$ cat src/rtl/mem_arb_pkg.sv
// Shared types and constants for the memory-port arbiter.
package mem_arb_pkg;

    typedef enum logic [1:0] {
        IDLE    = 2'd0,
        BUSY_IF = 2'd1,
        BUSY_D  = 2'd2
    } arb_state_e;

    localparam logic       MUX_SEL_IF = 1'b0;
    localparam logic       MUX_SEL_D  = 1'b1;
    localparam logic [3:0] FETCH_BE   = 4'hF;

endpackage

$ cat src/rtl/mem_port_arbiter_if.sv
// Fetch, load/store and memory-side signals of the shared memory port.
interface mem_port_arbiter_if #(
    parameter int ADDR_W = 32,
    parameter int DATA_W = 32
) ();
    logic              if_req;
    logic [ADDR_W-1:0] if_addr;
    logic              if_gnt;
    logic              if_valid;
    logic [DATA_W-1:0] if_rdata;

    logic              d_req;
    logic              d_we;
    logic [3:0]        d_be;
    logic [ADDR_W-1:0] d_addr;
    logic [DATA_W-1:0] d_wdata;
    logic              d_gnt;
    logic              d_valid;
    logic [DATA_W-1:0] d_rdata;

    logic              mem_req;
    logic              mem_we;
    logic [3:0]        mem_be;
    logic [ADDR_W-1:0] mem_addr;
    logic [DATA_W-1:0] mem_wdata;
    logic [DATA_W-1:0] mem_rdata;
    logic              mem_ready;

    // Arbiter side.
    modport slave (
        input  if_req, if_addr, d_req, d_we, d_be, d_addr, d_wdata, mem_rdata, mem_ready,
        output if_gnt, if_valid, if_rdata, d_gnt, d_valid, d_rdata,
        output mem_req, mem_we, mem_be, mem_addr, mem_wdata
    );

    // Requester and memory side.
    modport master (
        output if_req, if_addr, d_req, d_we, d_be, d_addr, d_wdata, mem_rdata, mem_ready,
        input  if_gnt, if_valid, if_rdata, d_gnt, d_valid, d_rdata,
        input  mem_req, mem_we, mem_be, mem_addr, mem_wdata
    );
endinterface

$ cat src/rtl/mem_arb_timer.sv
// Counts BUSY cycles without mem_ready; flags the cycle in which the access must be aborted.
module mem_arb_timer #(
    parameter int TIMEOUT = 15
) (
    input  logic clk,
    input  logic rst,
    input  logic start_i,
    input  logic busy_i,
    input  logic ready_i,
    output logic expired_o
);
    localparam int CW = $clog2(TIMEOUT + 1);

    logic [CW-1:0] cnt_q, cnt_d;

    always_comb begin
        cnt_d = cnt_q;
        if (start_i) begin
            cnt_d = '0;
        end else if (busy_i && !ready_i && cnt_q != CW'(TIMEOUT)) begin
            cnt_d = cnt_q + 1'b1;
        end
    end

    always_ff @(posedge clk or posedge rst) begin
        if (rst) cnt_q <= '0;
        else     cnt_q <= cnt_d;
    end

    // The TIMEOUT-th BUSY cycle is the last one; a late ready still wins.
    assign expired_o = busy_i && !ready_i && (cnt_q == CW'(TIMEOUT - 1));
endmodule

$ cat src/rtl/mem_port_arbiter.sv
// Shares one memory port between fetch and load/store, with D priority and IF anti-starvation.
// Optional busy timeout abort is enabled by defining MEM_ARB_TIMEOUT_EN.
module mem_port_arbiter
    import mem_arb_pkg::*;
#(
    parameter int ADDR_W     = 32,
    parameter int DATA_W     = 32,
    parameter int STARVE_MAX = 4,
    parameter int TIMEOUT    = 15
) (
    input  logic                clk,
    input  logic                rst,
    mem_port_arbiter_if.slave   bus,
    output logic                mux_sel_o,
    output logic                err_o
);
    localparam int SW = $clog2(STARVE_MAX + 1);

    arb_state_e        state_q, state_d;
    logic [SW-1:0]     starve_q;
    logic              grant_if, grant_d, done, timeout_hit, abort;

    logic              if_gnt_q, d_gnt_q, if_valid_q, d_valid_q, err_q;
    logic [DATA_W-1:0] if_rdata_q, d_rdata_q;
    logic              mem_req_q, mem_we_q, mux_sel_q;
    logic [3:0]        mem_be_q;
    logic [ADDR_W-1:0] mem_addr_q;
    logic [DATA_W-1:0] mem_wdata_q;

    always_ff @(posedge clk or posedge rst) begin
        if (rst) state_q <= IDLE;
        else     state_q <= state_d;
    end

    always_comb begin
        state_d = state_q;
        case (state_q)
            IDLE: begin
                if (grant_if)     state_d = BUSY_IF;
                else if (grant_d) state_d = BUSY_D;
            end
            BUSY_IF, BUSY_D: begin
                if (done || abort) state_d = IDLE;
            end
            default: state_d = IDLE;
        endcase
    end

    // IF wins a tie only once D has been granted STARVE_MAX times in a row over it.
    always_comb begin
        grant_if = 1'b0;
        grant_d  = 1'b0;
        done     = 1'b0;
        abort    = 1'b0;
        if (state_q == IDLE) begin
            grant_if = bus.if_req && (!bus.d_req || starve_q == SW'(STARVE_MAX));
            grant_d  = bus.d_req && !grant_if;
        end else begin
            done  = bus.mem_ready;
            abort = timeout_hit;
        end
    end

`ifdef MEM_ARB_TIMEOUT_EN
    mem_arb_timer #(.TIMEOUT(TIMEOUT)) u_timer (
        .clk       (clk),
        .rst       (rst),
        .start_i   (grant_if || grant_d),
        .busy_i    (state_q != IDLE),
        .ready_i   (bus.mem_ready),
        .expired_o (timeout_hit)
    );
`else
    logic unused_timeout;
    assign unused_timeout = (TIMEOUT == 0);
    assign timeout_hit    = 1'b0;
`endif

    always_ff @(posedge clk or posedge rst) begin
        if (rst) begin
            starve_q    <= '0;
            if_gnt_q    <= 1'b0;
            d_gnt_q     <= 1'b0;
            if_valid_q  <= 1'b0;
            d_valid_q   <= 1'b0;
            err_q       <= 1'b0;
            if_rdata_q  <= '0;
            d_rdata_q   <= '0;
            mem_req_q   <= 1'b0;
            mem_we_q    <= 1'b0;
            mem_be_q    <= '0;
            mem_addr_q  <= '0;
            mem_wdata_q <= '0;
            mux_sel_q   <= 1'b0;
        end else begin
            if_gnt_q   <= grant_if;
            d_gnt_q    <= grant_d;
            if_valid_q <= 1'b0;
            d_valid_q  <= 1'b0;
            err_q      <= abort;

            if (grant_if) begin
                starve_q <= '0;
            end else if (grant_d && bus.if_req) begin
                if (starve_q != SW'(STARVE_MAX)) starve_q <= starve_q + 1'b1;
            end else if (state_q == IDLE && !bus.if_req) begin
                starve_q <= '0;
            end

            if (grant_if || grant_d) begin
                mem_req_q   <= 1'b1;
                mux_sel_q   <= grant_d ? MUX_SEL_D : MUX_SEL_IF;
                mem_addr_q  <= grant_d ? bus.d_addr : bus.if_addr;
                mem_we_q    <= grant_d && bus.d_we;
                mem_be_q    <= grant_d ? bus.d_be : FETCH_BE;
                mem_wdata_q <= grant_d ? bus.d_wdata : '0;
            end

            // An aborted access returns zero data.
            if (done || abort) begin
                mem_req_q <= 1'b0;
                if (state_q == BUSY_IF) begin
                    if_valid_q <= 1'b1;
                    if_rdata_q <= done ? bus.mem_rdata : '0;
                end else begin
                    d_valid_q <= 1'b1;
                    d_rdata_q <= (done && !mem_we_q) ? bus.mem_rdata : '0;
                end
            end
        end
    end

    assign bus.if_gnt    = if_gnt_q;
    assign bus.d_gnt     = d_gnt_q;
    assign bus.if_valid  = if_valid_q;
    assign bus.d_valid   = d_valid_q;
    assign bus.if_rdata  = if_rdata_q;
    assign bus.d_rdata   = d_rdata_q;
    assign bus.mem_req   = mem_req_q;
    assign bus.mem_we    = mem_we_q;
    assign bus.mem_be    = mem_be_q;
    assign bus.mem_addr  = mem_addr_q;
    assign bus.mem_wdata = mem_wdata_q;
    assign mux_sel_o     = mux_sel_q;
    assign err_o         = err_q;
endmodule

$ cat src/flat_wrapper.sv
// flat-port wrapper written by rule: the top's interface ports become plain ports
module mem_port_arbiter_flat import mem_arb_pkg::*;
#(
    parameter int ADDR_W     = 32,
    parameter int DATA_W     = 32,
    parameter int STARVE_MAX = 4,
    parameter int TIMEOUT    = 15
)
  (clk, rst, mux_sel_o, err_o, bus_if_req, bus_if_addr, bus_d_req, bus_d_we, bus_d_be, bus_d_addr, bus_d_wdata, bus_mem_rdata, bus_mem_ready, bus_if_gnt, bus_if_valid, bus_if_rdata, bus_d_gnt, bus_d_valid, bus_d_rdata, bus_mem_req, bus_mem_we, bus_mem_be, bus_mem_addr, bus_mem_wdata);
  mem_port_arbiter_if #(.ADDR_W(ADDR_W), .DATA_W(DATA_W)) bus_i ();
  input  logic clk;
  input  logic rst;
  output logic mux_sel_o;
  output logic err_o;
  input wire logic [$bits(bus_i.if_req)-1:0] bus_if_req;
  input wire logic [$bits(bus_i.if_addr)-1:0] bus_if_addr;
  input wire logic [$bits(bus_i.d_req)-1:0] bus_d_req;
  input wire logic [$bits(bus_i.d_we)-1:0] bus_d_we;
  input wire logic [$bits(bus_i.d_be)-1:0] bus_d_be;
  input wire logic [$bits(bus_i.d_addr)-1:0] bus_d_addr;
  input wire logic [$bits(bus_i.d_wdata)-1:0] bus_d_wdata;
  input wire logic [$bits(bus_i.mem_rdata)-1:0] bus_mem_rdata;
  input wire logic [$bits(bus_i.mem_ready)-1:0] bus_mem_ready;
  output wire logic [$bits(bus_i.if_gnt)-1:0] bus_if_gnt;
  output wire logic [$bits(bus_i.if_valid)-1:0] bus_if_valid;
  output wire logic [$bits(bus_i.if_rdata)-1:0] bus_if_rdata;
  output wire logic [$bits(bus_i.d_gnt)-1:0] bus_d_gnt;
  output wire logic [$bits(bus_i.d_valid)-1:0] bus_d_valid;
  output wire logic [$bits(bus_i.d_rdata)-1:0] bus_d_rdata;
  output wire logic [$bits(bus_i.mem_req)-1:0] bus_mem_req;
  output wire logic [$bits(bus_i.mem_we)-1:0] bus_mem_we;
  output wire logic [$bits(bus_i.mem_be)-1:0] bus_mem_be;
  output wire logic [$bits(bus_i.mem_addr)-1:0] bus_mem_addr;
  output wire logic [$bits(bus_i.mem_wdata)-1:0] bus_mem_wdata;
  assign bus_i.if_req = bus_if_req;
  assign bus_i.if_addr = bus_if_addr;
  assign bus_i.d_req = bus_d_req;
  assign bus_i.d_we = bus_d_we;
  assign bus_i.d_be = bus_d_be;
  assign bus_i.d_addr = bus_d_addr;
  assign bus_i.d_wdata = bus_d_wdata;
  assign bus_i.mem_rdata = bus_mem_rdata;
  assign bus_i.mem_ready = bus_mem_ready;
  assign bus_if_gnt = bus_i.if_gnt;
  assign bus_if_valid = bus_i.if_valid;
  assign bus_if_rdata = bus_i.if_rdata;
  assign bus_d_gnt = bus_i.d_gnt;
  assign bus_d_valid = bus_i.d_valid;
  assign bus_d_rdata = bus_i.d_rdata;
  assign bus_mem_req = bus_i.mem_req;
  assign bus_mem_we = bus_i.mem_we;
  assign bus_mem_be = bus_i.mem_be;
  assign bus_mem_addr = bus_i.mem_addr;
  assign bus_mem_wdata = bus_i.mem_wdata;
  mem_port_arbiter #(.ADDR_W(ADDR_W), .DATA_W(DATA_W), .STARVE_MAX(STARVE_MAX), .TIMEOUT(TIMEOUT)) u_core (.clk(clk), .rst(rst), .bus(bus_i), .mux_sel_o(mux_sel_o), .err_o(err_o));
endmodule
$ cat config.mk
export PLATFORM = sky130hd
export DESIGN_NAME = mem_port_arbiter_flat
export DESIGN_NICKNAME = d
export VERILOG_FILES = /design/src/rtl/mem_arb_pkg.sv /design/src/rtl/mem_port_arbiter_if.sv /design/src/rtl/mem_arb_timer.sv /design/src/rtl/mem_port_arbiter.sv /design/src/flat_wrapper.sv
export SDC_FILE = /design/constraint.sdc
export NUM_CORES = 1
export LEC_CHECK = 0
export ABC_CLOCK_PERIOD_IN_PS = 7000
export BUFFER_PORTS_ARGS = -buffer_cell sky130_fd_sc_hd__buf_2
export CORE_AREA = 2 2 118 120
export CTS_CLUSTER_DIAMETER = 200
export DETAILED_ROUTE_END_ITERATION = 8
export DIE_AREA = 0 0 120 122
export PLACE_DENSITY = 0.79
export SKIP_CTS_REPAIR_TIMING = 1
export SLEW_MARGIN = 15
export SYNTH_ARGS = -nofsm -noshare
export SYNTH_HDL_FRONTEND = slang
export SYNTH_SLANG_ARGS = --single-unit
export TNS_END_PERCENT = 30
$ cat constraint.sdc
create_clock -name clk -period 7 [get_ports clk]
set_clock_uncertainty 0.2 [all_clocks]
set_input_delay 1.4 -clock clk [delete_from_list [all_inputs] [get_ports clk]]
set_output_delay 1.4 -clock clk [all_outputs]
set_load 0.01 [all_outputs]
==> reports/metrics.yaml <==
run_status:
  status: "complete, no violations"
global_route:
  grt_max_degree: 76
  grt_pass1_wl_um: 24500
  antenna_found_initial: 0
  grt_util_all_layers_pct: 21.2
  overflow: 0
  grt_pass1_vias: 4873
run:
  max_cap_violations: 0
power_and_ir_drop:
  vdd_drop_max_mv: 0.204
  power.leakage_nw: 4.05
  powerDensity_nw_per_um2: 459
synth:
  synth_xor_area_share_pct: 0
  yosysWarnings: 0
  synth_top_family_by_area: "compound AO/OA/AOI/OAI gates"
  synthAdderAreaFrac_pct: 0.816
  ys_seq_elements: 144
  syn_inst: 528
  ys_seq_area_share_pct: 58.8
  synth_compound_area_share_pct: 17.4
  syn_area_per_cell_um2: 11.6
  synth_ff_type: "dfrtp_1"
  ys_top_cells_by_count: "144 x dfrtp_1, 36 x nand2_1, 35 x o21ai_0"
  yosys.area_share.simple_pct: 11.0
  synth.top_cell.area_share_pct: 58.8
  synth_cell_types: 41
  synth.most_common_cell: "dfrtp_1"
  synthArstFlopShare_pct: 100
  yosys-top-cells-area: "dfrtp_1 59%, mux2_2 5.9%, a22o_1 4.7%"
  synth_edf_count: 0
  syn-cell-area_um2: 6130
  synth_nets: 670
  synth_mux_area_share_pct: 5.88
  yosysTopAreaCell: "dfrtp_1"
worst_setup_path:
  critical_path_class: "flip-flop to output port"
  cpPeakStageDelay_ps: 950
  end_kind: "output port"
  start_kind: "flip-flop"
  crit_buf_inv: 1
  cp_cell_sequence: "buf_2"
  crit_arrival_ps: 1630
  cp.required_ps: 5400
  slowest_stage: "dfrtp_1"
  cp_max_fo: 34
  crit_family: "flip-flops"
detailed_routing:
  drt_iter0_markers: 438
  routed_wl_um: 15800
  wl_per_cell_um: 16.3
  drc: 0
  ant_nets: 0
  drt_pass1_iterations: 5
  via_count: 5141
  vias_per_cell: 5.28
timing:
  maxSlewViolCount: 0
  tightest_slew_ps: 1150
  finalCritPeriodShare_pct: 46.1
  holdWs_ps: 270
  tns_ps: 0
  max_slew_margin_pct: 23.6
  worst_slack_ps: 3770
  finalSetupViolations: 0
  period_minus_slack_ps: 3230
  max_freq_mhz: 310
  hold_viol: 0
  rsz0062_at_grt: "no"
die:
  core-area_um2: 13500
  rows: 43
  die_y_um: 122
  die_area_um2: 14600
  dieWidth_um: 120
  io_pins: 278
  initial_utilization_pct: 45.4
cts:
  cts.sinks: 144
  h-tree-depth: 4
  cts_buffers: 17
  cts_tree: "done"
  cts_buffer_depth: 2
  path_clk_slew_ps: 60
  cts_root_buf: "clkbuf_16"
  clk_latency_ps: 410
placement:
  dp_hpwl_um: 10700
  port_buffers: 276
  dp_slack_ps: 3710
  dpl_cell_area_um2: 7480
  gp_congestion: 0.876
final_layout:
  drive_gt1_share_pct: 45.5
  synthToLayoutAreaGrowth_pct: 31.3
  postLayoutCellArea_um2: 8050
  antenna_cells: 0
  nNetsFinal: 924
worst_hold_path:
  hold_path_class: "flip-flop to flip-flop"
through the flow:
step,total power [W],utilization [%],std cells
after floorplan,0.00229,-,528
after global placement,0.00279,55.4,943
after detailed placement,0.00284,55.4,943
after CTS,0.00373,59.6,974
after global routing,0.00393,59.6,974
final,0.00369,59.6,974
flip-flops by register name, indices dropped and copies added, names as in the netlist:
register and cells:
u_core.bus.d_rdata 32, u_core.bus.mem_we 1, u_core.bus.d_valid 1, u_core.bus.mem_addr 32, u_core.starve_q 3, u_core.state_q 2, u_core.bus.if_valid 1, u_core.mux_sel_o 1
u_core.bus.mem_wdata 32, u_core.bus.if_rdata 32, u_core.bus.d_gnt 1, u_core.bus.mem_req 1, u_core.bus.if_gnt 1, u_core.bus.mem_be 4
cell type report:
type	instances	area, µm²
fill	1189	5450
timing repair buffer	282	1430
inverter	13	56.3
clock inverter	12	135
tap	180	225
multi-input combinational	324	2160
clock buffer	19	443
sequential	144	3600
path summary, 6_finish.rpt:
| path | start | depth (start not counted) | slack (ps) | endpoint |
|---|---|---|---|---|
| worst min register to register | u_core.mux_sel_o | 1 | 270 | u_core.mux_sel_o |
| min in group asynchronous | rst | 2 | 860 | u_core.bus.mem_wdata[13] |
| worst min-delay path | u_core.mux_sel_o | 1 | 270 | u_core.mux_sel_o |
| worst max register to register | u_core.state_q[0] | 6 | 4480 | u_core.bus.mem_wdata[6] |
| worst max-delay path | u_core.bus.mem_we | 1 | 3770 | bus_mem_we |
| max in group asynchronous | rst | 3 | 4320 | u_core.bus.mem_wdata[1] |
power breakdown:
group	internal (W)	switching (W)
Clock	0.000534	0.000344
Sequential	0.00121	0.000216
Combinational	0.000618	0.000767
cells by family after synthesis:
group	after synthesis
adder cells (fa/ha/maj)	4
buffers and inverters	60
AND/OR/NAND/NOR	131
multiplexers	32
other	1
flip-flops	144
AO/OA/AOI/OAI	156
per-layer routing:
layer  share of wire [%]  vias up  GRT usage [%]
li1                    -     2406              -
met1                  43     2474           27.6
met2                  49      237           34.4
met3                 6.4       24           5.38
met4                 2.0        0           7.79
met5                   0        -              0
layout by cell type (no fill, tap or decap), types with 3 or more instances in the layout:
| master | netlist | layout |
|---|---|---|
| a22o_1 | 33 | 33 |
| a2bb2oi_1 | 6 | 6 |
| a31oi_1 | 27 | 27 |
| a32oi_1 | 6 | 6 |
| buf_2 | 17 | 276 |
| buf_4 | 11 | 6 |
| clkbuf_16 | 0 | 17 |
| clkinv_2 | 0 | 3 |
| clkinv_4 | 0 | 4 |
| dfrtp_1 | 144 | 144 |
| ha_1 | 4 | 4 |
| inv_1 | 12 | 11 |
| inv_6 | 0 | 3 |
| mux2_2 | 32 | 32 |
| nand2_1 | 36 | 36 |
| nand2b_1 | 33 | 33 |
| nand3_1 | 26 | 26 |
| nor3_1 | 27 | 27 |
| o21ai_0 | 35 | 35 |
| o21ai_1 | 23 | 22 |
| o21ai_2 | 10 | 11 |
| o22a_1 | 4 | 4 |
No activity file was read; power rests on OpenSTA's default activity.
